===== src/rtl/player_motion_if.sv =====
// Map lookup channel between player_motion and the parent's map_rom arbiter.
// The requester holds col/row stable while map_req is high; valid answers the current request.
interface player_motion_if #(
  parameter int MAP_BITS = 4
);
  logic                map_req;
  logic [MAP_BITS-1:0] map_col;
  logic [MAP_BITS-1:0] map_row;
  logic                map_valid;
  logic [1:0]          map_val;

  modport master (
    output map_req, map_col, map_row,
    input  map_valid, map_val
  );

  modport slave (
    input  map_req, map_col, map_row,
    output map_valid, map_val
  );
endinterface


===== src/rtl/player_motion.sv =====
// Per-frame player pose engine: world-axis moves with diagonal normalisation, shift rotation,
// and per-axis map-cell collision with wall slide. Pose outputs only change on COMMIT.
//
// state  | meaning
// IDLE   | waiting for frame tick; buttons sampled on tick
// CALC   | form candidate position, flag out-of-bounds axes as blocked
// CHK_X  | map lookup for candidate X cell on current row
// CHK_Y  | map lookup for candidate Y cell on (possibly slid) column
// COMMIT | apply unblocked axes and rotation, pulse done
module player_motion #(
  parameter int INT_BITS  = 6,
  parameter int FRAC_BITS = 10,
  parameter int MAP_BITS  = 4,
  parameter int MOVE_STEP = 5,
  parameter int DIAG_STEP = 4,
  parameter int ROT_SHIFT = 6,
  parameter int START_X   = 1280,
  parameter int START_Y   = 13824,
  parameter int FACE_X    = 0,
  parameter int FACE_Y    = -1024,
  parameter int VPL_X     = 512,
  parameter int VPL_Y     = 0,
  localparam int W        = INT_BITS + FRAC_BITS
) (
  input  logic                clk,
  input  logic                reset,
  input  logic                tick_i,
  input  logic                move_l_i,
  input  logic                move_r_i,
  input  logic                move_f_i,
  input  logic                move_b_i,
  input  logic                rot_l_i,
  input  logic                rot_r_i,
  player_motion_if.master     map_if,
  output logic signed [W-1:0] player_x_o,
  output logic signed [W-1:0] player_y_o,
  output logic signed [W-1:0] facing_x_o,
  output logic signed [W-1:0] facing_y_o,
  output logic signed [W-1:0] vplane_x_o,
  output logic signed [W-1:0] vplane_y_o,
  output logic                busy_o,
  output logic                done_o,
  output logic [7:0]          missed_ticks_o
);

  typedef enum logic [2:0] {IDLE, CALC, CHK_X, CHK_Y, COMMIT} state_t;

  localparam int CELL_LO = FRAC_BITS;
  localparam int CELL_HI = FRAC_BITS + MAP_BITS - 1;

  localparam logic signed [W-1:0] MOVE_W = W'(MOVE_STEP);
  localparam logic signed [W-1:0] DIAG_W = W'(DIAG_STEP);
  localparam logic signed [W-1:0] RST_PX = W'(START_X);
  localparam logic signed [W-1:0] RST_PY = W'(START_Y);
  localparam logic signed [W-1:0] RST_FX = W'(FACE_X);
  localparam logic signed [W-1:0] RST_FY = W'(FACE_Y);
  localparam logic signed [W-1:0] RST_VX = W'(VPL_X);
  localparam logic signed [W-1:0] RST_VY = W'(VPL_Y);

  state_t state_q, state_d;

  logic x_mv_q, x_mv_d, x_neg_q, x_neg_d;
  logic y_mv_q, y_mv_d, y_neg_q, y_neg_d;
  logic rot_mv_q, rot_mv_d, rot_left_q, rot_left_d;
  logic blk_x_q, blk_x_d, blk_y_q, blk_y_d;

  logic signed [W-1:0] cand_x_q, cand_x_d, cand_y_q, cand_y_d;
  logic signed [W-1:0] px_q, px_d, py_q, py_d;
  logic signed [W-1:0] fx_q, fx_d, fy_q, fy_d;
  logic signed [W-1:0] vx_q, vx_d, vy_q, vy_d;
  logic [7:0]          missed_q, missed_d;

  logic signed [W-1:0] step;
  logic signed [W-1:0] cand_x_c, cand_y_c;
  logic                oob_x, oob_y;
  logic signed [W-1:0] fx_rot, fy_rot, vx_rot, vy_rot;

  always_comb begin
    step     = (x_mv_q && y_mv_q) ? DIAG_W : MOVE_W;
    cand_x_c = px_q;
    cand_y_c = py_q;
    if (x_mv_q) cand_x_c = x_neg_q ? (px_q - step) : (px_q + step);
    if (y_mv_q) cand_y_c = y_neg_q ? (py_q - step) : (py_q + step);
  end

  // Any set bit above the cell field means negative or past the last cell.
  assign oob_x = |cand_x_c[W-1:CELL_HI+1];
  assign oob_y = |cand_y_c[W-1:CELL_HI+1];

  always_comb begin
    if (rot_left_q) begin
      fx_rot = fx_q + (fy_q >>> ROT_SHIFT);
      fy_rot = fy_q - (fx_q >>> ROT_SHIFT);
      vx_rot = vx_q + (vy_q >>> ROT_SHIFT);
      vy_rot = vy_q - (vx_q >>> ROT_SHIFT);
    end else begin
      fx_rot = fx_q - (fy_q >>> ROT_SHIFT);
      fy_rot = fy_q + (fx_q >>> ROT_SHIFT);
      vx_rot = vx_q - (vy_q >>> ROT_SHIFT);
      vy_rot = vy_q + (vx_q >>> ROT_SHIFT);
    end
  end

  always_comb begin
    state_d    = state_q;
    x_mv_d     = x_mv_q;
    x_neg_d    = x_neg_q;
    y_mv_d     = y_mv_q;
    y_neg_d    = y_neg_q;
    rot_mv_d   = rot_mv_q;
    rot_left_d = rot_left_q;
    blk_x_d    = blk_x_q;
    blk_y_d    = blk_y_q;
    cand_x_d   = cand_x_q;
    cand_y_d   = cand_y_q;
    px_d       = px_q;
    py_d       = py_q;
    fx_d       = fx_q;
    fy_d       = fy_q;
    vx_d       = vx_q;
    vy_d       = vy_q;

    case (state_q)
      IDLE: begin
        if (tick_i) begin
          x_mv_d     = move_l_i | move_r_i;
          x_neg_d    = move_l_i;
          y_mv_d     = move_f_i | move_b_i;
          y_neg_d    = move_f_i;
          rot_mv_d   = rot_l_i | rot_r_i;
          rot_left_d = rot_l_i;
          blk_x_d    = 1'b0;
          blk_y_d    = 1'b0;
          state_d    = CALC;
        end
      end
      CALC: begin
        cand_x_d = cand_x_c;
        cand_y_d = cand_y_c;
        blk_x_d  = x_mv_q & oob_x;
        blk_y_d  = y_mv_q & oob_y;
        if (x_mv_q && !oob_x)      state_d = CHK_X;
        else if (y_mv_q && !oob_y) state_d = CHK_Y;
        else                       state_d = COMMIT;
      end
      CHK_X: begin
        if (map_if.map_valid) begin
          blk_x_d = |map_if.map_val;
          state_d = (y_mv_q && !blk_y_q) ? CHK_Y : COMMIT;
        end
      end
      CHK_Y: begin
        if (map_if.map_valid) begin
          blk_y_d = |map_if.map_val;
          state_d = COMMIT;
        end
      end
      COMMIT: begin
        if (x_mv_q && !blk_x_q) px_d = cand_x_q;
        if (y_mv_q && !blk_y_q) py_d = cand_y_q;
        if (rot_mv_q) begin
          fx_d = fx_rot;
          fy_d = fy_rot;
          vx_d = vx_rot;
          vy_d = vy_rot;
        end
        state_d = IDLE;
      end
      default: state_d = IDLE;
    endcase
  end

  // CHK_Y probes the column the player will actually occupy, so a blocked X slides along Y.
  always_comb begin
    map_if.map_req = 1'b0;
    map_if.map_col = '0;
    map_if.map_row = '0;
    case (state_q)
      CHK_X: begin
        map_if.map_req = 1'b1;
        map_if.map_col = cand_x_q[CELL_HI:CELL_LO];
        map_if.map_row = py_q[CELL_HI:CELL_LO];
      end
      CHK_Y: begin
        map_if.map_req = 1'b1;
        map_if.map_col = blk_x_q ? px_q[CELL_HI:CELL_LO] : cand_x_q[CELL_HI:CELL_LO];
        map_if.map_row = cand_y_q[CELL_HI:CELL_LO];
      end
      default: ;
    endcase
  end

  always_comb begin
    missed_d = missed_q;
    if (tick_i && (state_q != IDLE) && (missed_q != 8'hFF)) missed_d = missed_q + 8'd1;
  end

  always_ff @(posedge clk or negedge reset) begin
    if (!reset) begin
      state_q    <= IDLE;
      x_mv_q     <= 1'b0;
      x_neg_q    <= 1'b0;
      y_mv_q     <= 1'b0;
      y_neg_q    <= 1'b0;
      rot_mv_q   <= 1'b0;
      rot_left_q <= 1'b0;
      blk_x_q    <= 1'b0;
      blk_y_q    <= 1'b0;
      cand_x_q   <= RST_PX;
      cand_y_q   <= RST_PY;
      px_q       <= RST_PX;
      py_q       <= RST_PY;
      fx_q       <= RST_FX;
      fy_q       <= RST_FY;
      vx_q       <= RST_VX;
      vy_q       <= RST_VY;
      missed_q   <= 8'd0;
    end else begin
      state_q    <= state_d;
      x_mv_q     <= x_mv_d;
      x_neg_q    <= x_neg_d;
      y_mv_q     <= y_mv_d;
      y_neg_q    <= y_neg_d;
      rot_mv_q   <= rot_mv_d;
      rot_left_q <= rot_left_d;
      blk_x_q    <= blk_x_d;
      blk_y_q    <= blk_y_d;
      cand_x_q   <= cand_x_d;
      cand_y_q   <= cand_y_d;
      px_q       <= px_d;
      py_q       <= py_d;
      fx_q       <= fx_d;
      fy_q       <= fy_d;
      vx_q       <= vx_d;
      vy_q       <= vy_d;
      missed_q   <= missed_d;
    end
  end

  assign player_x_o     = px_q;
  assign player_y_o     = py_q;
  assign facing_x_o     = fx_q;
  assign facing_y_o     = fy_q;
  assign vplane_x_o     = vx_q;
  assign vplane_y_o     = vy_q;
  assign busy_o         = (state_q != IDLE);
  assign done_o         = (state_q == COMMIT);
  assign missed_ticks_o = missed_q;

endmodule


===== src/flat_wrapper.sv =====
// flat-port wrapper written by rule: the top's interface ports become plain ports
module player_motion_flat 
#(
  parameter int INT_BITS  = 6,
  parameter int FRAC_BITS = 10,
  parameter int MAP_BITS  = 4,
  parameter int MOVE_STEP = 5,
  parameter int DIAG_STEP = 4,
  parameter int ROT_SHIFT = 6,
  parameter int START_X   = 1280,
  parameter int START_Y   = 13824,
  parameter int FACE_X    = 0,
  parameter int FACE_Y    = -1024,
  parameter int VPL_X     = 512,
  parameter int VPL_Y     = 0,
  localparam int W        = INT_BITS + FRAC_BITS
)
  (clk, reset, tick_i, move_l_i, move_r_i, move_f_i, move_b_i, rot_l_i, rot_r_i, player_x_o, player_y_o, facing_x_o, facing_y_o, vplane_x_o, vplane_y_o, busy_o, done_o, missed_ticks_o, map_if_map_req, map_if_map_col, map_if_map_row, map_if_map_valid, map_if_map_val);
  player_motion_if #(.MAP_BITS(MAP_BITS)) map_if_i ();
  input  logic clk;
  input  logic reset;
  input  logic tick_i;
  input  logic move_l_i;
  input  logic move_r_i;
  input  logic move_f_i;
  input  logic move_b_i;
  input  logic rot_l_i;
  input  logic rot_r_i;
  output logic signed [W-1:0] player_x_o;
  output logic signed [W-1:0] player_y_o;
  output logic signed [W-1:0] facing_x_o;
  output logic signed [W-1:0] facing_y_o;
  output logic signed [W-1:0] vplane_x_o;
  output logic signed [W-1:0] vplane_y_o;
  output logic busy_o;
  output logic done_o;
  output logic [7:0] missed_ticks_o;
  output wire logic [$bits(map_if_i.map_req)-1:0] map_if_map_req;
  output wire logic [$bits(map_if_i.map_col)-1:0] map_if_map_col;
  output wire logic [$bits(map_if_i.map_row)-1:0] map_if_map_row;
  input wire logic [$bits(map_if_i.map_valid)-1:0] map_if_map_valid;
  input wire logic [$bits(map_if_i.map_val)-1:0] map_if_map_val;
  assign map_if_map_req = map_if_i.map_req;
  assign map_if_map_col = map_if_i.map_col;
  assign map_if_map_row = map_if_i.map_row;
  assign map_if_i.map_valid = map_if_map_valid;
  assign map_if_i.map_val = map_if_map_val;
  player_motion #(.INT_BITS(INT_BITS), .FRAC_BITS(FRAC_BITS), .MAP_BITS(MAP_BITS), .MOVE_STEP(MOVE_STEP), .DIAG_STEP(DIAG_STEP), .ROT_SHIFT(ROT_SHIFT), .START_X(START_X), .START_Y(START_Y), .FACE_X(FACE_X), .FACE_Y(FACE_Y), .VPL_X(VPL_X), .VPL_Y(VPL_Y)) u_core (.clk(clk), .reset(reset), .tick_i(tick_i), .move_l_i(move_l_i), .move_r_i(move_r_i), .move_f_i(move_f_i), .move_b_i(move_b_i), .rot_l_i(rot_l_i), .rot_r_i(rot_r_i), .map_if(map_if_i), .player_x_o(player_x_o), .player_y_o(player_y_o), .facing_x_o(facing_x_o), .facing_y_o(facing_y_o), .vplane_x_o(vplane_x_o), .vplane_y_o(vplane_y_o), .busy_o(busy_o), .done_o(done_o), .missed_ticks_o(missed_ticks_o));
endmodule

===== config.mk =====
export PLATFORM = sky130hd
export DESIGN_NAME = player_motion_flat
export DESIGN_NICKNAME = d
export VERILOG_FILES = /design/src/rtl/player_motion_if.sv /design/src/rtl/player_motion.sv /design/src/flat_wrapper.sv
export SDC_FILE = /design/constraint.sdc
export NUM_CORES = 1
export LEC_CHECK = 0
export CAP_MARGIN = 30
export CORE_AREA = 2 2 188 190
export CTS_BUF_LIST = sky130_fd_sc_hd__clkbuf_4 sky130_fd_sc_hd__clkbuf_8 sky130_fd_sc_hd__clkbuf_16
export DETAILED_ROUTE_END_ITERATION = 7
export DIE_AREA = 0 0 190 192
export SYNTH_ARGS = -nofsm -noshare
export SYNTH_HDL_FRONTEND = slang
export SYNTH_SLANG_ARGS = --single-unit

===== constraint.sdc =====
create_clock -name clk -period 3.6 [get_ports clk]
set_input_delay 0.54 -clock clk [delete_from_list [all_inputs] [get_ports clk]]
set_output_delay 0.54 -clock clk [all_outputs]
set_load 0.02 [all_outputs]

# Word level (Yosys, flattened, before mapping)
# Index checks and enable logic that the tools add are counted.
# Widths: inputs -> output; s select.
# totals
in_bits,12
elab_cells,94
register_bits,147
# op_classes
bitwise,5
eq_ne,8
reduce_logical,26
addsub,13
muxes,24
# ops
cell,n
$mux 16,8
$add 16x10->16,4
$sub 16x10->16,4
$add 16x16->16,2
$sub 16x16->16,2
$mux 3,6
$pmux 4 s2,2
$pmux 3 s4,1
$reduce_and 3->1,3
$reduce_bool 3->1,3
$add 8x1->8 const B,1
$ne 8x8->1 const B,1
$reduce_and 2->1,4
$reduce_or 2->1,4
$logic_and 1x1->1,7
$eq 3x2->1 const B,2
$ne 2x2->1 const B,3
$pmux 1 s3,2
$logic_not 1->1,4
$mux 1,4
$mux 4,1
$eq 3x1->1 const B,1
$eq 3x3->1 const B,1
$logic_not 3->1,1
2 further kinds,5

# Depth between registers and ports, before layout
# depth
ltp_word,11
mapped_depth,16

# Worst setup path before layout
# No wires, ideal clock.
# synth_path
path_kind,reg2reg
from,register u_core.rot_left_q
to,register u_core.vy_q[14] (netlist: u_core.vplane_y_o[14])
t_required_ns,3.466
n_path_buf,3
t_arrival_ns,3.514
setup_time_ns,0.134
stages_incl_launch_ff,15
path_slack_ns,-0.047
cell_sequence,dfrtp_1 clkbuf_1 buf_1 buf_1 mux2i_1 fa_1 a21o_1 a21oi_1 o21ai_0 o41ai_2 o2111ai_1 a31o_2 a21oi_1 xor2_1 o21ai_0
# synth_via
elab_chain_cells,1
# synth_rtl
element,line,source
from (decl),player_motion.sv:64,"logic rot_mv_q, rot_mv_d, rot_left_q, rot_left_d;"
from (signal assigned),player_motion.sv:225,rot_left_q <= rot_left_d;
$mux 16,player_motion.sv:91,if (rot_left_q) begin
to (signal assigned),player_motion.sv:235,vy_q <= vy_d;
to (decl),player_motion.sv:70,"logic signed [W-1:0] vx_q, vx_d, vy_q, vy_d;"
# No other way between the ends.
# A chain may end at the register's enable or synchronous reset.

# Final worst setup path
# layout_path
from,register u_core.vy_q[6] (netlist: u_core.vplane_y_o[6])
to,register u_core.vx_q[15] (netlist: u_core.vplane_x_o[15])
# layout_via
elab_chain_cells,2
word_cells_on_any_way,3
classes_between,add/sub: 2; mux: 1
# layout_rtl
element,line,source
$sub 16x10->16 / $add 16x10->16 (equally long branches),"player_motion.sv:99, player_motion.sv:94",
$mux 16 (*),player_motion.sv:91,
to (signal assigned),player_motion.sv:234,vx_q <= vx_d;
to (decl),player_motion.sv:70,
# Every way passes the cells marked *; elsewhere a longest branch is shown, timed or not.

==> results.sh <==
export IMPL_status="finished, final reports clean"
export IMPL_final_setup_viol_count=0
export IMPL_tightestPinTransition_ps=850
export IMPL_power_frac_clock_pct=20.3
export IMPL_power_sequential_fraction_pct=29.1
export IMPL_fin_worst_hold_slack_ps=139
export IMPL_grt_setup_unrepaired="no"
export IMPL_asyncSetResetFlopFracSynth_pct=100
export IMPL_number_of_different_library_cells_in_the_post_synthesis_netlist=68
export IMPL_drt_pass1_iter_count=5
export IMPL_avgSynthCellArea_sq_um=8.89
export IMPL_finalWirelength_um=27500
export IMPL_post_synth_top_area_cell="dfrtp_1"
export IMPL_initialDrtViolationCount=373
export IMPL_worstHoldPathType="in2async"
export IMPL_multi_input_logic_area_sq_mm=0.00688
export IMPL_post_route_drc_count=0
export IMPL_leakage_uw=0.00604
export IMPL_place_port_buffers=126
export IMPL_start_util_pct=31.7
export IMPL_critPathMaxFanout=3
export IMPL_antenna_violation_net_count_after_detailed_routing=0
export IMPL_design_final_nets=1471
export IMPL_clock_sinks=147
export IMPL_synthesis_nets=1335
export IMPL_hpwl_after_dpl_um=20500
export IMPL_clock_tree_buffer_depth=2
export IMPL_fin_crit_sh_pct=94.0
export IMPL_synthesis_yosys_warnings=0
export IMPL_die_w_um=190
export IMPL_fillerInstances=3361
export IMPL_yosys_area_top_type_share_pct=29.5
export IMPL_timing_fmax_mhz=295
export IMPL_pin_count_of_the_biggest_net_entering_global_routing=86
export IMPL_internal_power_uw=5310
export IMPL_finalCriticalPeriod_ps=3380
export IMPL_diodes=0
export IMPL_power_density_cell_area_mw_per_mm2=669
export IMPL_netSwitchingFraction_pct=40.8
export IMPL_fp_row_count=68
export IMPL_viasPerCell=4.96
export IMPL_kind_of_start_point_of_the_critical_path="register"
export IMPL_grt_first_pass_wirelength_um=45300
export IMPL_top_count_cell_post_synth="nand2_1"
export IMPL_yosys_top_cells_count="nand2_1, dfrtp_1, o21ai_0, ha_1, nor2_1"
export IMPL_synthSimpleGateAreaFrac_pct=16.4
export IMPL_worst_endpoint_arrival_ps=3700
export IMPL_dp_worst_setup_slack_ps=208
export IMPL_finalNonFillerCells=1826
export IMPL_dp_cells=1793
export IMPL_endpoint_kind="register"
export IMPL_timing_final_ws_setup_ps=215
export IMPL_cts_max_level=4
export IMPL_grt_antenna_before_repair=0
export IMPL_synth_area_top_cells="dfrtp_1, ha_1, nand2_1"
export IMPL_switchingPower_uw=3660
export IMPL_timing_worst_setup_path_type="reg2reg"
export IMPL_synth_ff_type="dfrtp_1"
export IMPL_setup_tns_ps=0
export IMPL_post_synth_inst_count=1222
export IMPL_die_area_sq_mm=0.0365
export IMPL_area_growth_pct=23.5
export IMPL_cts_reportedPaths_clkPinSlew_ps=60
export IMPL_io_pins=127
export IMPL_max_cap_viol_count=0
export IMPL_sequential_area_share_after_synthesis_pct=34.1
export IMPL_clock_tree_root_cell="clkbuf_16"
export IMPL_comb_pwr_share_pct=50.6
export IMPL_synth_top_family_by_area="compound AO/OA/AOI/OAI gates"
export IMPL_grtUsageTotal_pct=15.6
export IMPL_source_to_sink_clock_delay_at_the_later_pin_of_the_worst_skew_pair_ps=440
export IMPL_core_region_area_sq_mm=0.0343
export IMPL_sequential_cell_area_sq_mm=0.00370
export IMPL_worst_endpoint_required_ps=3910
export IMPL_p_total_uw=8970
export IMPL_yosys_area_share_adder_pct=12.0
export IMPL_number_of_global_route_vias_before_repair=8798
export IMPL_ff_latch_count_synth=147
export IMPL_mappedNetlistArea_sq_mm=0.0109
export IMPL_timing_hold_violations_final=0
export IMPL_synth_edf_count=0
export IMPL_post_synth_mux_area_share_pct=7.15
export IMPL_drive_gt1_share_pct=11.1
export IMPL_gp_routability_congestion=0.847
export IMPL_route_vias_total=9053
export IMPL_grt_remaining_overflow=0
export IMPL_total_clock_buffers_created_by_cts=17
export IMPL_synth_compound_gate_area_share_pct=18.3
export IMPL_ir_worst_vdd_mv=0.490
export IMPL_timing_max_transition_violations_final=0
export IMPL_dieHeight_um=192
export IMPL_slew_headroom_pct=43.3
export IMPL_synthXorXnorAreaFrac_pct=9.24
export IMPL_detail_route_wl_per_cell_um=15.0
export IMPL_tritoncts_clock_tree="yes"
export IMPL_finClkSkew_ps=9.23
-- worst max-delay path, stage by stage, from the launching register on --
cell and delay (ps):
dfrtp_1 340, inv_1 40, ha_1 280, mux2_2 290
ha_1 290, a211oi_1 280, o21ai_0 190, a31oi_1 360
o21ai_1 160, a41o_1 280, nor4_1 320, o31a_1 180
o21ai_1 70, xnor2_1 160
-- routing by layer --
layer / up-vias / track usage, % / part of all wire (%)
li1: 4612 / - / -
met1: 4266 / 19.6 / 47
met2: 147 / 26.8 / 48
met3: 28 / 3.03 / 3.1
met4: 0 / 4.95 / 1.5
met5: - / 0 / 0
-- power groups by stage --
stage          registers [uW]  logic (uW)  clock network, uW
2_1_floorplan            2720        3160                  0
3_3_place_gp             2630        4510                  0
3_5_place_dp             2640        4570                  0
4_1_cts                  2620        4610               1890
5_1_grt                  2700        5140               1950
6_report                 2610        4540               1820
-- final cells by class --
| cell class | instances | area share, % |
|---|---|---|
| multi-input cells | 995 | 51.3 |
| flip-flops and latches | 147 | 27.6 |
| repair buffers | 157 | 11.2 |
| well taps | 455 | 4.24 |
| clock buffers | 20 | 3.48 |
| inverters | 40 | 1.12 |
| clock inverters | 12 | 0.979 |
-- worst paths after layout --
| check | startpoint | end | slack, ps | depth (start not counted) |
|---|---|---|---|---|
| worst min register to register | u_core.cand_x_q[14] | u_core.cand_x_q[14] | 480 | 2 |
| min in group clk | u_core.cand_x_q[14] | u_core.cand_x_q[14] | 480 | 2 |
| worst max register to register | u_core.vplane_y_o[6] | u_core.vplane_x_o[15] | 220 | 13 |
| worst min-delay path | reset | u_core.vplane_x_o[8] | 140 | 1 |
| max in group asynchronous | reset | u_core.facing_y_o[15] | 2620 | 2 |
| worst max-delay path | u_core.vplane_y_o[6] | u_core.vplane_x_o[15] | 220 | 13 |
-- layout by cell type, fill, tap and decap left out, drive strengths merged, types with 20 or more instances in the layout --
cell type,Yosys,layout
inv,40,40
nand2b,24,24
a21o,22,22
dfrtp,128,128
o21ai,126,126
clkbuf,34,20
nor2,89,89
nor3,35,35
clkdlybuf4s50,0,125
xnor2,57,57
mux2i,30,30
nand2,160,160
buf,6,32
xor2,55,55
a21oi,82,82
mux2,42,42
nand3,27,27
ha,95,95
-- logic make-up (layout without fill, tap and decap cells) --
family                     after synthesis  after routing
and+or+nand+nor                        391            391
buffers and inverters                   80            229
xor gates and xnor gates               113            113
adders and majority gates              101            101
DFF                                    147            147
muxes                                   72             72
AOI/OAI and AO/OA                      318            318
-- registers in the layout, summed over array words and instances (netlist names) --
register and count:
u_core.facing_x_o 16, u_core.blk_y_q 1, u_core.y_mv_q 1, u_core.player_y_o 16
u_core.cand_x_q 16, u_core.blk_x_q 1, u_core.rot_mv_q 1, u_core.cand_y_q 16
u_core.rot_left_q 1, u_core.x_neg_q 1, u_core.y_neg_q 1, u_core.facing_y_o 16
u_core.vplane_y_o 16, u_core.player_x_o 16, u_core.state_q 3, u_core.x_mv_q 1
u_core.missed_ticks_o 8, u_core.vplane_x_o 16
-- what timing repair did --
| item | in CTS | in global routing |
|---|---|---|
| buffers inserted | 0 | 1 |
| hold buffers | 0 | 0 |
| gates resized for setup | 0 | 5 |
| setup endpoints to repair | 0 | 3 |
-- metrics by stage --
stage,utilization [%],area [sq um]
after floorplan,-,10900
after global placement,37.3,12800
after detailed placement,37.3,12800
after CTS,39.1,13400
after global routing,39.1,13400
final,39.1,13400
Note: power is estimated with default switching activity, not from simulation.
